$ cat src/rtl/fifo_push_arbiter_pkg.sv
// Shared widths and helpers for the FIFO push arbiter.
// Also carries the defines shared with the FIFO and scoreboard.
`ifndef FIFO_PUSH_ARBITER
`define FIFO_PUSH_ARBITER

`ifndef FIFO_DWIDTH
`define FIFO_DWIDTH 8
`endif

`ifndef ARB_QWID
`define ARB_QWID 2
`endif

`ifndef ARB_NREQ
`define ARB_NREQ 4
`endif

`endif

package fifo_push_arbiter_pkg;

    localparam int ARB_WIDTH = `FIFO_DWIDTH;
    localparam int ARB_NREQ  = `ARB_NREQ;
    localparam int ARB_QWID  = `ARB_QWID;

    // Round-robin successor of a requester index, wrapping at nreq-1.
    function automatic int rr_next(input int id, input int nreq);
        return (id >= nreq - 1) ? 0 : id + 1;
    endfunction

endpackage

$ cat src/rtl/fifo_push_arbiter_if.sv
// Requester and FIFO push-side signals of the arbiter.
// master = arbiter side, slave = requesters/FIFO harness.
interface fifo_push_arbiter_if
    import fifo_push_arbiter_pkg::*;
#(
    parameter int WIDTH = ARB_WIDTH,
    parameter int NREQ  = ARB_NREQ,
    parameter int QWID  = ARB_QWID
);

    logic [NREQ-1:0]       req_vld;
    logic [NREQ*WIDTH-1:0] req_data;
    logic [NREQ-1:0]       req_rdy;
    logic                  full;
    logic                  push;
    logic [WIDTH-1:0]      data_in;
    logic [QWID-1:0]       push_qid;
    logic                  busy;

    modport master (
        input  req_vld,
        input  req_data,
        input  full,
        output req_rdy,
        output push,
        output data_in,
        output push_qid,
        output busy
    );

    modport slave (
        output req_vld,
        output req_data,
        output full,
        input  req_rdy,
        input  push,
        input  data_in,
        input  push_qid,
        input  busy
    );

endinterface

$ cat src/rtl/fifo_push_arbiter_rr_arbiter.sv
// Combinational round-robin grant scan starting at ptr.
// Grant is gated by en; gnt_id/any always reflect the scan.
module rr_arbiter
    import fifo_push_arbiter_pkg::*;
#(
    parameter int NREQ = ARB_NREQ,
    parameter int QWID = ARB_QWID
) (
    input  logic [NREQ-1:0] req,
    input  logic [QWID-1:0] ptr,
    input  logic            en,
    output logic [NREQ-1:0] grant,
    output logic [QWID-1:0] gnt_id,
    output logic            any
);

    localparam int IW = (NREQ > 1) ? $clog2(NREQ) : 1;

    int   idx;
    logic found;

    // Scan ptr, ptr+1, ... mod NREQ and take the first request.
    always_comb begin
        grant  = '0;
        gnt_id = '0;
        any    = |req;
        found  = 1'b0;
        idx    = 0;
        for (int k = 0; k < NREQ; k++) begin
            idx = int'(ptr) + k;
            if (idx >= NREQ) begin
                idx = idx - NREQ;
            end
            if (!found && req[idx[IW-1:0]]) begin
                found  = 1'b1;
                gnt_id = QWID'(idx);
                if (en) begin
                    grant[idx[IW-1:0]] = 1'b1;
                end
            end
        end
    end

endmodule

$ cat src/rtl/fifo_push_arbiter.sv
// Merges NREQ requesters into one FIFO push port through a
// round-robin arbiter and a single registered output slot.
module fifo_push_arbiter
    import fifo_push_arbiter_pkg::*;
#(
    parameter int WIDTH = ARB_WIDTH,
    parameter int NREQ  = ARB_NREQ,
    parameter int QWID  = ARB_QWID
) (
    input  logic                clk,
    input  logic                rst,
    fifo_push_arbiter_if.master bus
);

    logic             out_vld;
    logic [WIDTH-1:0] out_data;
    logic [QWID-1:0]  out_qid;
    logic [QWID-1:0]  rr_ptr;

    logic             push_w;
    logic             load;
    logic [NREQ-1:0]  grant;
    logic [QWID-1:0]  gnt_id;
    logic             any;
    logic [WIDTH-1:0] sel_data;
    logic [QWID-1:0]  nxt_ptr;

    // The slot drains when the FIFO has room; reset blocks it at once.
    assign push_w = !rst && out_vld && !bus.full;

    // The slot can take a word when empty or leaving this cycle.
    assign load = !rst && (!out_vld || push_w);

    rr_arbiter #(
        .NREQ (NREQ),
        .QWID (QWID)
    ) u_arb (
        .req    (bus.req_vld),
        .ptr    (rr_ptr),
        .en     (load),
        .grant  (grant),
        .gnt_id (gnt_id),
        .any    (any)
    );

    assign bus.req_rdy  = grant;
    assign bus.push     = push_w;
    assign bus.data_in  = out_data;
    assign bus.push_qid = out_qid;
    assign bus.busy     = out_vld;

    // Select the granted requester's word from the flat bus.
    always_comb begin
        sel_data = '0;
        for (int i = 0; i < NREQ; i++) begin
            if (gnt_id == QWID'(i)) begin
                sel_data = bus.req_data[i*WIDTH +: WIDTH];
            end
        end
    end

    // Pointer moves just past the winner, wrapping explicitly.
    assign nxt_ptr = (gnt_id == QWID'(NREQ - 1)) ? '0 : gnt_id + QWID'(1);

    // Output slot and round-robin pointer update.
    always_ff @(posedge clk) begin
        if (rst) begin
            out_vld  <= 1'b0;
            out_data <= '0;
            out_qid  <= '0;
            rr_ptr   <= '0;
        end else if (load) begin
            if (any) begin
                out_vld  <= 1'b1;
                out_data <= sel_data;
                out_qid  <= gnt_id;
                rr_ptr   <= nxt_ptr;
            end else begin
                out_vld  <= 1'b0;
            end
        end
    end

`ifdef FORMAL
    logic past_ok;

    // Marks cycles where $past values are meaningful.
    always_ff @(posedge clk) begin
        past_ok <= 1'b1;
    end

    // Safety properties of the push port and pointer.
    always_ff @(posedge clk) begin
        assert (!(bus.push && bus.full));
        assert ($onehot0(bus.req_rdy));
        assert (int'(rr_ptr) < NREQ);
        if (past_ok && !rst && !$past(rst) && $past(out_vld && bus.full)) begin
            assert (out_data == $past(out_data));
            assert (out_qid == $past(out_qid));
        end
    end
`endif

endmodule

$ cat src/flat_wrapper.sv
// flat-port wrapper written by rule: the top's interface ports become plain ports
module fifo_push_arbiter_flat import fifo_push_arbiter_pkg::*;
#(
    parameter int WIDTH = ARB_WIDTH,
    parameter int NREQ  = ARB_NREQ,
    parameter int QWID  = ARB_QWID
)
  (clk, rst, bus_req_vld, bus_req_data, bus_full, bus_req_rdy, bus_push, bus_data_in, bus_push_qid, bus_busy);
  fifo_push_arbiter_if #(.WIDTH(WIDTH), .NREQ(NREQ), .QWID(QWID)) bus_i ();
  input  logic clk;
  input  logic rst;
  input wire logic [$bits(bus_i.req_vld)-1:0] bus_req_vld;
  input wire logic [$bits(bus_i.req_data)-1:0] bus_req_data;
  input wire logic [$bits(bus_i.full)-1:0] bus_full;
  output wire logic [$bits(bus_i.req_rdy)-1:0] bus_req_rdy;
  output wire logic [$bits(bus_i.push)-1:0] bus_push;
  output wire logic [$bits(bus_i.data_in)-1:0] bus_data_in;
  output wire logic [$bits(bus_i.push_qid)-1:0] bus_push_qid;
  output wire logic [$bits(bus_i.busy)-1:0] bus_busy;
  assign bus_i.req_vld = bus_req_vld;
  assign bus_i.req_data = bus_req_data;
  assign bus_i.full = bus_full;
  assign bus_req_rdy = bus_i.req_rdy;
  assign bus_push = bus_i.push;
  assign bus_data_in = bus_i.data_in;
  assign bus_push_qid = bus_i.push_qid;
  assign bus_busy = bus_i.busy;
  fifo_push_arbiter #(.WIDTH(WIDTH), .NREQ(NREQ), .QWID(QWID)) u_core (.clk(clk), .rst(rst), .bus(bus_i));
endmodule
$ cat config.mk
export PLATFORM = sky130hd
export DESIGN_NAME = fifo_push_arbiter_flat
export DESIGN_NICKNAME = d
export VERILOG_FILES = /design/src/rtl/fifo_push_arbiter_pkg.sv /design/src/rtl/fifo_push_arbiter_if.sv /design/src/rtl/fifo_push_arbiter_rr_arbiter.sv /design/src/rtl/fifo_push_arbiter.sv /design/src/flat_wrapper.sv
export SDC_FILE = /design/constraint.sdc
export NUM_CORES = 1
export LEC_CHECK = 0
export CORE_MARGIN = 8
export CORE_UTILIZATION = 39
export CTS_CLUSTER_SIZE = 24
export DETAILED_ROUTE_END_ITERATION = 7
export PLACE_DENSITY = 0.82
export RECOVER_POWER = 25
export SYNTH_ARGS = -nofsm -noshare
export SYNTH_HDL_FRONTEND = slang
export SYNTH_SLANG_ARGS = --single-unit
$ cat constraint.sdc
create_clock -name clk -period 3.4 [get_ports clk]
set_clock_uncertainty 0.05 [all_clocks]
set_input_delay 0.34 -clock clk [delete_from_list [all_inputs] [get_ports clk]]
set_output_delay 0.34 -clock clk [all_outputs]
set_load 0.02 [all_outputs]
# Word-level counts from Yosys, hierarchy flattened
# Cells that the tools add are included.
[op_classes]
n_reduce_logical = 20
bitwise = 3
order_cmp = 12
add_sub_neg = 8
n_mux = 41
eq_ne = 3
[ops]
columns = ["operator", "n"]
rows = [
  ["$mux W4", 8],
  ["$mux W8", 4],
  ["$mux W2", 9],
  ["$lt A2 B3 Y1 const B", 4],
  ["$mux W1", 12],
  ["$or A4 B4 Y4", 3],
  ["$logic_and A1 B1 Y1", 10],
  ["$ge A3 B3 Y1 const B", 3],
  ["$bmux W1 S2", 4],
  ["$demux W1 S2", 4],
  ["$ge A2 B1 Y1 const B", 4],
  ["$sub A2 B1 Y2 const B", 4],
  ["$add A2 B2 Y3 const B", 2],
  ["$logic_not A1 Y1", 6],
  ["$eq A2 B2 Y1 const B", 2],
  ["$reduce_or A4 Y1", 1],
  ["$add A2 B1 Y3 const B", 1],
  ["$ge A2 B3 Y1 const B", 1],
  ["$add A2 B1 Y2 const B", 1],
  ["$eq A2 B1 Y1 const B", 1],
  ["$logic_not A2 Y1", 1],
  ["$reduce_and A2 Y1", 1],
  ["$logic_or A1 B1 Y1", 1],
]
[word_totals]
input_bits = 39
regBits = 13
elab_cells = 91
out_inout_bits = 16

# Depth between registers and ports, before layout
# Gate-level depths: netlist of run 1.
[logic_depth]
depth_word = 19
depth_mapped = 15

# Hierarchy
# A second synthesis of run 1 with hierarchy kept.
[hier_totals]
cells_unflattened = 152
hier_area_um2 = 1376.3
[by_module_without_submodules]
columns = ["module", "instances", "area_each_um2", "cells_per_inst"]
rows = [
  ["fifo_push_arbiter", 1, 850.8, 96],
  ["rr_arbiter", 1, 525.5, 56],
]

# Worst setup path before layout of run 1
# Ideal clock, no wire load.
[synth_path]
path_kind = "reg-to-reg"
startpoint = "reg u_core.rr_ptr[1]"
endpoint = "reg u_core.out_data[1], in the netlist u_core.bus.data_in[1]"
setup_ps = 70
arrival_time_ps = 3168
period_less_slack_ps = 3287
required_ps = 3280
stages_incl_launch_ff = 16
setup_slack_ps = 113
cell_sequence = "dfxtp_1 -> buf_2 -> inv_1 -> ha_1 -> buf_2 -> nand3b_1 -> a21oi_1 -> a311o_1 -> or2_2 -> ha_1 -> clkbuf_1 -> nor2b_1 -> clkbuf_1 -> a221o_1 -> o211ai_1 -> a21oi_1"
[synth_via]
elab_chain_cells = 19
elab_cells_between_ends = 44
classes_between = "7 x add/sub; 4 x order compare; 3 x eq/ne; 23 x mux; 7 x reduce/logical"
[synth_rtl]
columns = ["element", "line", "rtl"]
rows = [
  ["start, declared", "fifo_push_arbiter.sv:18", "logic [QWID-1:0] rr_ptr;"],
  ["start signal, assigned", "fifo_push_arbiter.sv:77", "rr_ptr <= nxt_ptr;"],
  ["branches (longest 13 deep; another with $add A2 B1 Y3)", "n/a", ""],
  ["$mux W2 (*)", "fifo_push_arbiter_rr_arbiter.sv:34", "if (!found && req[idx[IW-1:0]]) begin"],
  ["$logic_not A2 Y1", "fifo_push_arbiter.sv:56", "if (gnt_id == QWID'(i)) begin"],
  ["$mux W8 (3 in a row)", "fifo_push_arbiter.sv:56", ""],
  ["$mux W8 (*)", "fifo_push_arbiter.sv:56", ""],
  ["end signal, assigned", "fifo_push_arbiter.sv:75", "out_data <= sel_data;"],
  ["end, declared", "fifo_push_arbiter.sv:16", "logic [WIDTH-1:0] out_data;"],
]
# Every way passes the cells marked *. The select of a mux whose other input is x is not followed.
# A chain may end at the register's enable or synchronous reset.

# Final worst setup path of run 1
[layout_path]
startpoint = "reg u_core.rr_ptr[1]"
endpoint = "out bus_req_rdy[0]"
[layout_via]
elab_chain_cells = 17
elab_cells_between_ends = 63
classes_between = "7 x add/sub; 12 x order compare; 31 x mux; 3 x bitwise; 10 x reduce/logical"
[layout_rtl]
columns = ["element", "line", "rtl"]
rows = [
  ["branches (longest 16 deep; another with $add A2 B1 Y3)", "n/a", ""],
  ["$mux W4 (*)", "fifo_push_arbiter_rr_arbiter.sv:34", ""],
  ["end, declared", "flat_wrapper.sv:15", "output wire logic [$bits(bus_i.req_rdy)-1:0] bus_req_rdy;"],
]
# Marks and branches as above.

==> results of run 1 <==
-- path summary, 6_finish.rpt --
| check | startpoint | to | slack (ns) |
|---|---|---|---|
| worst min-delay path | u_core.bus.data_in[0] | u_core.bus.data_in[0] | 0.44 |
| worst max-delay path | u_core.rr_ptr[1] | bus_req_rdy[0] | 0.12 |
| worst max register to register | u_core.rr_ptr[1] | u_core.bus.data_in[4] | 0.37 |
| worst min register to register | u_core.bus.data_in[0] | u_core.bus.data_in[0] | 0.44 |
-- metal layers --
| metal | global-route usage | wire length (µm) |
|---|---|---|
| met5 | 0 | 0 |
| met4 | 0.0500 | 59 |
| met3 | 0.0253 | 183 |
| met2 | 0.235 | 1990 |
| met1 | 0.187 | 1840 |
-- report_power, final --
group          internal (mW)  switching, mW  leakage [nW]  total [mW]
registers              0.203         0.0238         0.109       0.226
clock network         0.0455         0.0507        0.0150      0.0962
logic                  0.472          0.544         0.651        1.02
-- what timing repair did --
item	CTS	global route
buffers inserted	0	0
gates resized for setup	0	3
endpoints found under the setup margin	0	4
endpoints found under the hold margin	0	0
-- logic make-up after synthesis --
family,after synthesis,share of synthesized area
AOI/OAI and AO/OA,71,0.373
and+or+nand+nor,40,0.176
buffers and inverters,23,0.0766
DFF,13,0.192
adders and majority gates,12,0.111
muxes,7,0.0711
-- stage by stage --
| step | area [µm²] | worst slack, ns | util | total power, mW | std cells |
|---|---|---|---|---|---|
| after global placement | 1940 | 0.264 | 0.580 | 1.23 | 259 |
| after global routing | 1970 | 0.00422 | 0.590 | 1.45 | 263 |
| after detailed placement | 1940 | 0.203 | 0.580 | 1.25 | 259 |
| after floorplan | 1360 | 0.113 | - | 0.925 | 166 |
| final | 1970 | 0.121 | 0.590 | 1.34 | 263 |
| after CTS | 1960 | 0.0956 | 0.588 | 1.35 | 263 |
-- cell usage after synthesis (3+ instances only) --
| library cell | instances |
|---|---|
| nand2_1 | 7 |
| nor2_1 | 5 |
| or2_2 | 3 |
| buf_2 | 8 |
| ha_1 | 12 |
| o21ai_0 | 4 |
| a221o_1 | 11 |
| a211oi_1 | 3 |
| o211ai_1 | 8 |
| dfxtp_1 | 13 |
| inv_1 | 8 |
| a21oi_1 | 29 |
| clkbuf_1 | 5 |
| nand3b_1 | 7 |
| o31ai_1 | 4 |
| nor3b_1 | 5 |
| mux2i_1 | 4 |
-- area by class of cell --
| cell class | count | area, µm² | area share |
|---|---|---|---|
| multi-input cells | 130 | 993 | 0.504 |
| inverters | 9 | 33.8 | 0.0172 |
| well taps | 46 | 57.6 | 0.0292 |
| flip-flops and latches | 13 | 260 | 0.132 |
| repair buffers | 61 | 598 | 0.304 |
| clock buffers | 4 | 26.3 | 0.0133 |
-- flip-flops by register name (all words and copies together) (netlist names) --
register,count
u_core.bus.data_in,8
u_core.rr_ptr,2
u_core.bus.push_qid,2
u_core.bus.busy,1
-- cells in the final DEF, fill, tap and decap left out, types with 4 or more instances in the layout --
cell	Yosys	final
ha_1	12	11
a221o_1	11	11
o21ai_0	4	4
inv_1	8	8
o211ai_1	8	8
o31ai_1	4	4
buf_4	0	7
a21oi_1	29	29
nor3b_1	5	5
nand3b_1	7	7
nor2_1	5	5
dlygate4sd3_1	0	7
mux2i_1	4	4
clkdlybuf4s50_1	0	45
dfxtp_1	13	13
nand2_1	7	7
-- worst reg2reg max path: stages, from the launching register on --
cell and delay [ns]:
dfxtp_1 0.33, inv_1 0.11, ha_2 0.41, buf_4 0.19
mux2i_1 0.31, inv_1 0.07, a211oi_1 0.22, buf_4 0.18
inv_1 0.06, ha_1 0.19, nor2b_1 0.37, a221o_1 0.23
o211ai_1 0.11, a21oi_1 0.14
==> results.json, run 1 <==
{
  "first_global_vias": 1418,
  "num_io_pins": 55,
  "coreArea_um2": 3340,
  "tightest_slew_ns": 0.714,
  "crit_chain": "inv_1, ha_2, buf_4, mux4_2, a2111oi_4, a221o_1, clkdlybuf4s50_1",
  "fin_tns_setup_ns": 0,
  "max_cap_viol_count": 0,
  "die_y_um": 74.9,
  "powerDensity_nw_per_um2": 679,
  "fill_cells": 315,
  "synthFlopType": "dfxtp_1",
  "cts_inserted_buffers": 3,
  "die_w_um": 74.9,
  "grt-ovfl-total": 0,
  "async_reset_ff_frac": 0,
  "postRouteAntennaNets": 0,
  "track_usage": 0.145,
  "crit_family": "buffers and inverters",
  "critPathArrivalTime_ns": 2.89,
  "avgSynthCellArea_um2": 8.16,
  "min_path_cells": 2,
  "ctsHtreeMaxLevel": 1,
  "crit_path_max_fanout": 9,
  "avgViaCountPerCell": 5.58,
  "cp-end-kind": "primary output",
  "synth_edf_count": 0,
  "hold_viol_final": 0,
  "cts_tree": "built",
  "dpl.hpwl_um": 3210,
  "path_class": "reg2out",
  "finalSetupViolations": 0,
  "insertion_delay_ns": 0.28,
  "leakage_nw": 0.774,
  "fin_crit_sh": 0.964,
  "layout-drive-gt1-share": 0.0922,
  "period_needed_ns": 3.28,
  "slew_headroom": 0.522,
  "holdWs_ns": 0.439,
  "antenna_cells": 0,
  "path_buf_inv": 3,
  "status": "finished, final reports clean",
  "drtPass1Iterations": 4,
  "vias": 1468,
  "cp-start-kind": "flip-flop",
  "critical_path_depth": 7,
  "synth-seq-area-share": 0.192,
  "syn_nets": 217,
  "slew_violations": 0,
  "path_clk_slew_ns": 0.08,
  "peakVddDrop_mv": 0.371,
  "postSynthCellCount": 166,
  "cp.required_ns": 3.01,
  "synthDistinctLibCells": 40,
  "wire_per_inst_um": 15.5,
  "drcViolationCount": 0,
  "synthToLayoutAreaGrowth_pct": 45.3,
  "grt_pass1_wl_um": 6530,
  "rsz0062_at_grt": "false",
  "synth_warnings": 0,
  "layout.nets": 269,
  "cts_buffer_depth": 2,
  "hold_buffers": 0,
  "drt_iter0_markers": 104,
  "grt_start_max_net_pins": 23,
  "fmax_mhz": 305,
  "cts-root-buf": "clkbuf_4",
  "critPathMaxStageDelay_ns": 0.60,
  "rows": 21,
  "drt-total-wl_um": 4080,
  "ys_ff_latch": 13,
  "die_area_um2": 5620,
  "yosys.area.top_type": "dfxtp_1",
  "start_util": 0.406,
  "antenna_found_initial": 0,
  "routabilityCongestion": 0.865,
  "syn_area_um2": 1360,
  "cts.sinks": 13,
  "synth_top_area_share": 0.192,
  "slowest_stage": "clkdlybuf4s50_1",
  "yosys-top-cells-area": "dfxtp_1, ha_1, a21oi_1",
  "numPortBuffers": 54,
  "reg2regPathDepth": 13,
  "hold_path_class": "reg2reg"
}
Power figures use the tool's default switching activity.
==> run 2, diff against run 1 <==
--- a/config.mk
+++ b/config.mk
@@ -6,10 +6,10 @@
 export NUM_CORES = 1
 export LEC_CHECK = 0
 export CORE_MARGIN = 8
-export CORE_UTILIZATION = 39
+export CORE_UTILIZATION = 43
 export CTS_CLUSTER_SIZE = 24
 export DETAILED_ROUTE_END_ITERATION = 7
-export PLACE_DENSITY = 0.82
+export PLACE_DENSITY = 0.86
 export RECOVER_POWER = 25
 export SYNTH_ARGS = -nofsm -noshare
 export SYNTH_HDL_FRONTEND = slang
==> constraint.sdc (replaced) <==
create_clock -name clk -period 3.2 [get_ports clk]
set_clock_uncertainty 0.05 [all_clocks]
set_input_delay 0.64 -clock clk [delete_from_list [all_inputs] [get_ports clk]]
set_output_delay 0.64 -clock clk [all_outputs]
set_load 0.02 [all_outputs]
==> run 2 against run 1 <==
  * Sequential power up 8%
  * Combinational power rose by 16%
  * Via count increased by 6.3%
  * Largest cell class unchanged
  * Worst setup slack improved by 0.036 ns
  * Die area down 7.4%
  * Final cell count up 5.7%
  * Critical path depth down 1
  * Clock power rose by 3.1%
  * Utilization grew 11 points
  * Sequential share of layout area down 0.89 points
==> results.json, run 2 (synthesis gave the netlist of run 1 again) <==
{
  "cts.sinks": 13,
  "max_cap_viol_count": 0,
  "cts-root-buf": "clkbuf_4",
  "die_y_um": 72.1,
  "drt-total-wl_um": 4130,
  "powerDensity_nw_per_um2": 720,
  "routabilityCongestion": 0.816,
  "path_clk_slew_ns": 0.08,
  "rsz0062_at_grt": "false",
  "power.total_mw": 1.52,
  "numPortBuffers": 54,
  "dpl.hpwl_um": 3290,
  "timing.rr.start": "u_core.rr_ptr[1]",
  "cts_buffer_depth": 2,
  "holdWs_ns": 0.432,
  "antenna_cells": 0,
  "fin_tns_setup_ns": 0,
  "rrSetupSlack_ns": 0.30,
  "place_area_um2": 2060,
  "drtPass1Iterations": 4,
  "cp.required_ns": 2.51,
  "largest_register_ffs": 8,
  "tightest_slew_ns": 0.690,
  "fin_area_um2": 2110,
  "setup_ws_ns": 0.157,
  "synthToLayoutAreaGrowth_pct": 55.9,
  "grt_pass1_wl_um": 6780,
  "power.internal_mw": 0.837,
  "antenna_found_initial": 0,
  "status": "finished, final reports clean",
  "leakage_nw": 0.866,
  "final_util": 0.698,
  "track_usage": 0.154,
  "drt_iter0_markers": 69,
  "fill_cells": 239,
  "switching_share": 0.449,
  "layout-drive-gt1-share": 0.192,
  "peakVddDrop_mv": 0.547,
  "hold_viol_final": 0,
  "hold_path_class": "reg2reg",
  "cts_inserted_buffers": 3,
  "instances_no_fill": 278,
  "critPathArrivalTime_ns": 2.35,
  "place_inst": 274,
  "slew_headroom": 0.538,
  "vias": 1560,
  "critPathMaxStageDelay_ns": 0.43,
  "cts_tree": "built",
  "die_area_um2": 5200,
  "path_class": "reg2out",
  "min_path_cells": 2,
  "grt-ovfl-total": 0,
  "period_needed_ns": 3.04,
  "insertion_delay_ns": 0.27,
  "p_clk_frac": 0.065,
  "multi_input_area_um2": 1020,
  "crit_chain": "inv_1, ha_2, mux4_2, a2111oi_4, a221o_1, clkdlybuf4s15_2",
  "coreArea_um2": 3030,
  "layout.nets": 286,
  "cp-end-kind": "primary output",
  "grt_start_max_net_pins": 23,
  "fin_crit_sh": 0.951,
  "hold_buffers": 0,
  "reg2regPathDepth": 13,
  "ctsHtreeMaxLevel": 1,
  "p_seq_frac": 0.160,
  "dp_slack_ns": -0.313,
  "start_util": 0.448,
  "finalSetupViolations": 0,
  "crit_path_max_fanout": 11,
  "worstHoldStart": "u_core.bus.data_in[0]",
  "r2r-end": "u_core.bus.data_in[5]",
  "num_io_pins": 55,
  "slew_violations": 0,
  "worstHoldEndpoint": "u_core.bus.data_in[0]",
  "wire_per_inst_um": 14.8,
  "die_w_um": 72.1,
  "rows": 20,
  "cp-start-kind": "flip-flop",
  "postCtsSetupRepairBufs": 0,
  "power.net_switching_mw": 0.683,
  "first_global_vias": 1518,
  "ff_latch_area_um2": 260,
  "final_cell_mix": "clkdlybuf4s50_1, a21oi_1, buf_4",
  "p_comb_frac": 0.775,
  "final_common_cell": "clkdlybuf4s50_1",
  "fmax_mhz": 329,
  "avgViaCountPerCell": 5.61,
  "drcViolationCount": 0,
  "slowest_stage": "ha_2",
  "postRouteAntennaNets": 0
}
run 2: layout make-up:
| class | instances | share of cell area |
|---|---|---|
| Clock buffer | 3 | 0.0107 |
| Clock inverter | 1 | 0.00237 |
| Inverter | 9 | 0.0160 |
| Multi-Input combinational cell | 130 | 0.482 |
| Sequential cell | 13 | 0.123 |
| Tap cell | 44 | 0.0261 |
| Timing Repair Buffer | 78 | 0.339 |
run 2: layer usage:
layer	global-route usage	routed length, µm	vias up
met2	0.269	2070	53
met5	0	0	-
met1	0.194	1830	726
met3	0.0165	179	4
li1	-	-	777
met4	0.0408	47	0
run 2: worst max-delay path, delay by kind of cell (launching register included):
kind	cells	cell delay [ns]
AO/OA/AOI/OAI	2	0.61
adder cells (fa/ha/maj)	1	0.43
multiplexers	1	0.37
buffers and inverters	2	0.32
flip-flops	1	0.34
run 2: what timing repair did:
action	4_1_cts	5_1_grt
gates resized for setup	15	12
pin swaps	0	6
endpoints found under the setup margin	6	11
cloned	0	0
hold endpoints to repair	0	0
run 2: worst max-delay path by stage:
stage / start / end / slack [ns]
after CTS: bus_req_vld[2] / bus_req_rdy[3] / 0.003
final: u_core.rr_ptr[1] / bus_req_rdy[0] / 0.16
after global placement: bus_req_vld[2] / bus_req_rdy[1] / -0.28
after floorplan: u_core.rr_ptr[1] / u_core.bus.data_in[1] / 0.04
after detailed placement: bus_req_vld[2] / bus_req_rdy[3] / -0.31
after global routing: u_core.rr_ptr[1] / bus_req_rdy[0] / 0.04
run 2: power groups by stage:
| stage | logic [mW] | clock network, mW | registers [mW] |
|---|---|---|---|
| 2_1_floorplan | 0.684 | 0 | 0.306 |
| 3_3_place_gp | 1.14 | 0 | 0.245 |
| 3_5_place_dp | 1.16 | 0 | 0.247 |
| 4_1_cts | 1.16 | 0.0987 | 0.243 |
| 5_1_grt | 1.29 | 0.110 | 0.249 |
| 6_report | 1.18 | 0.0992 | 0.243 |
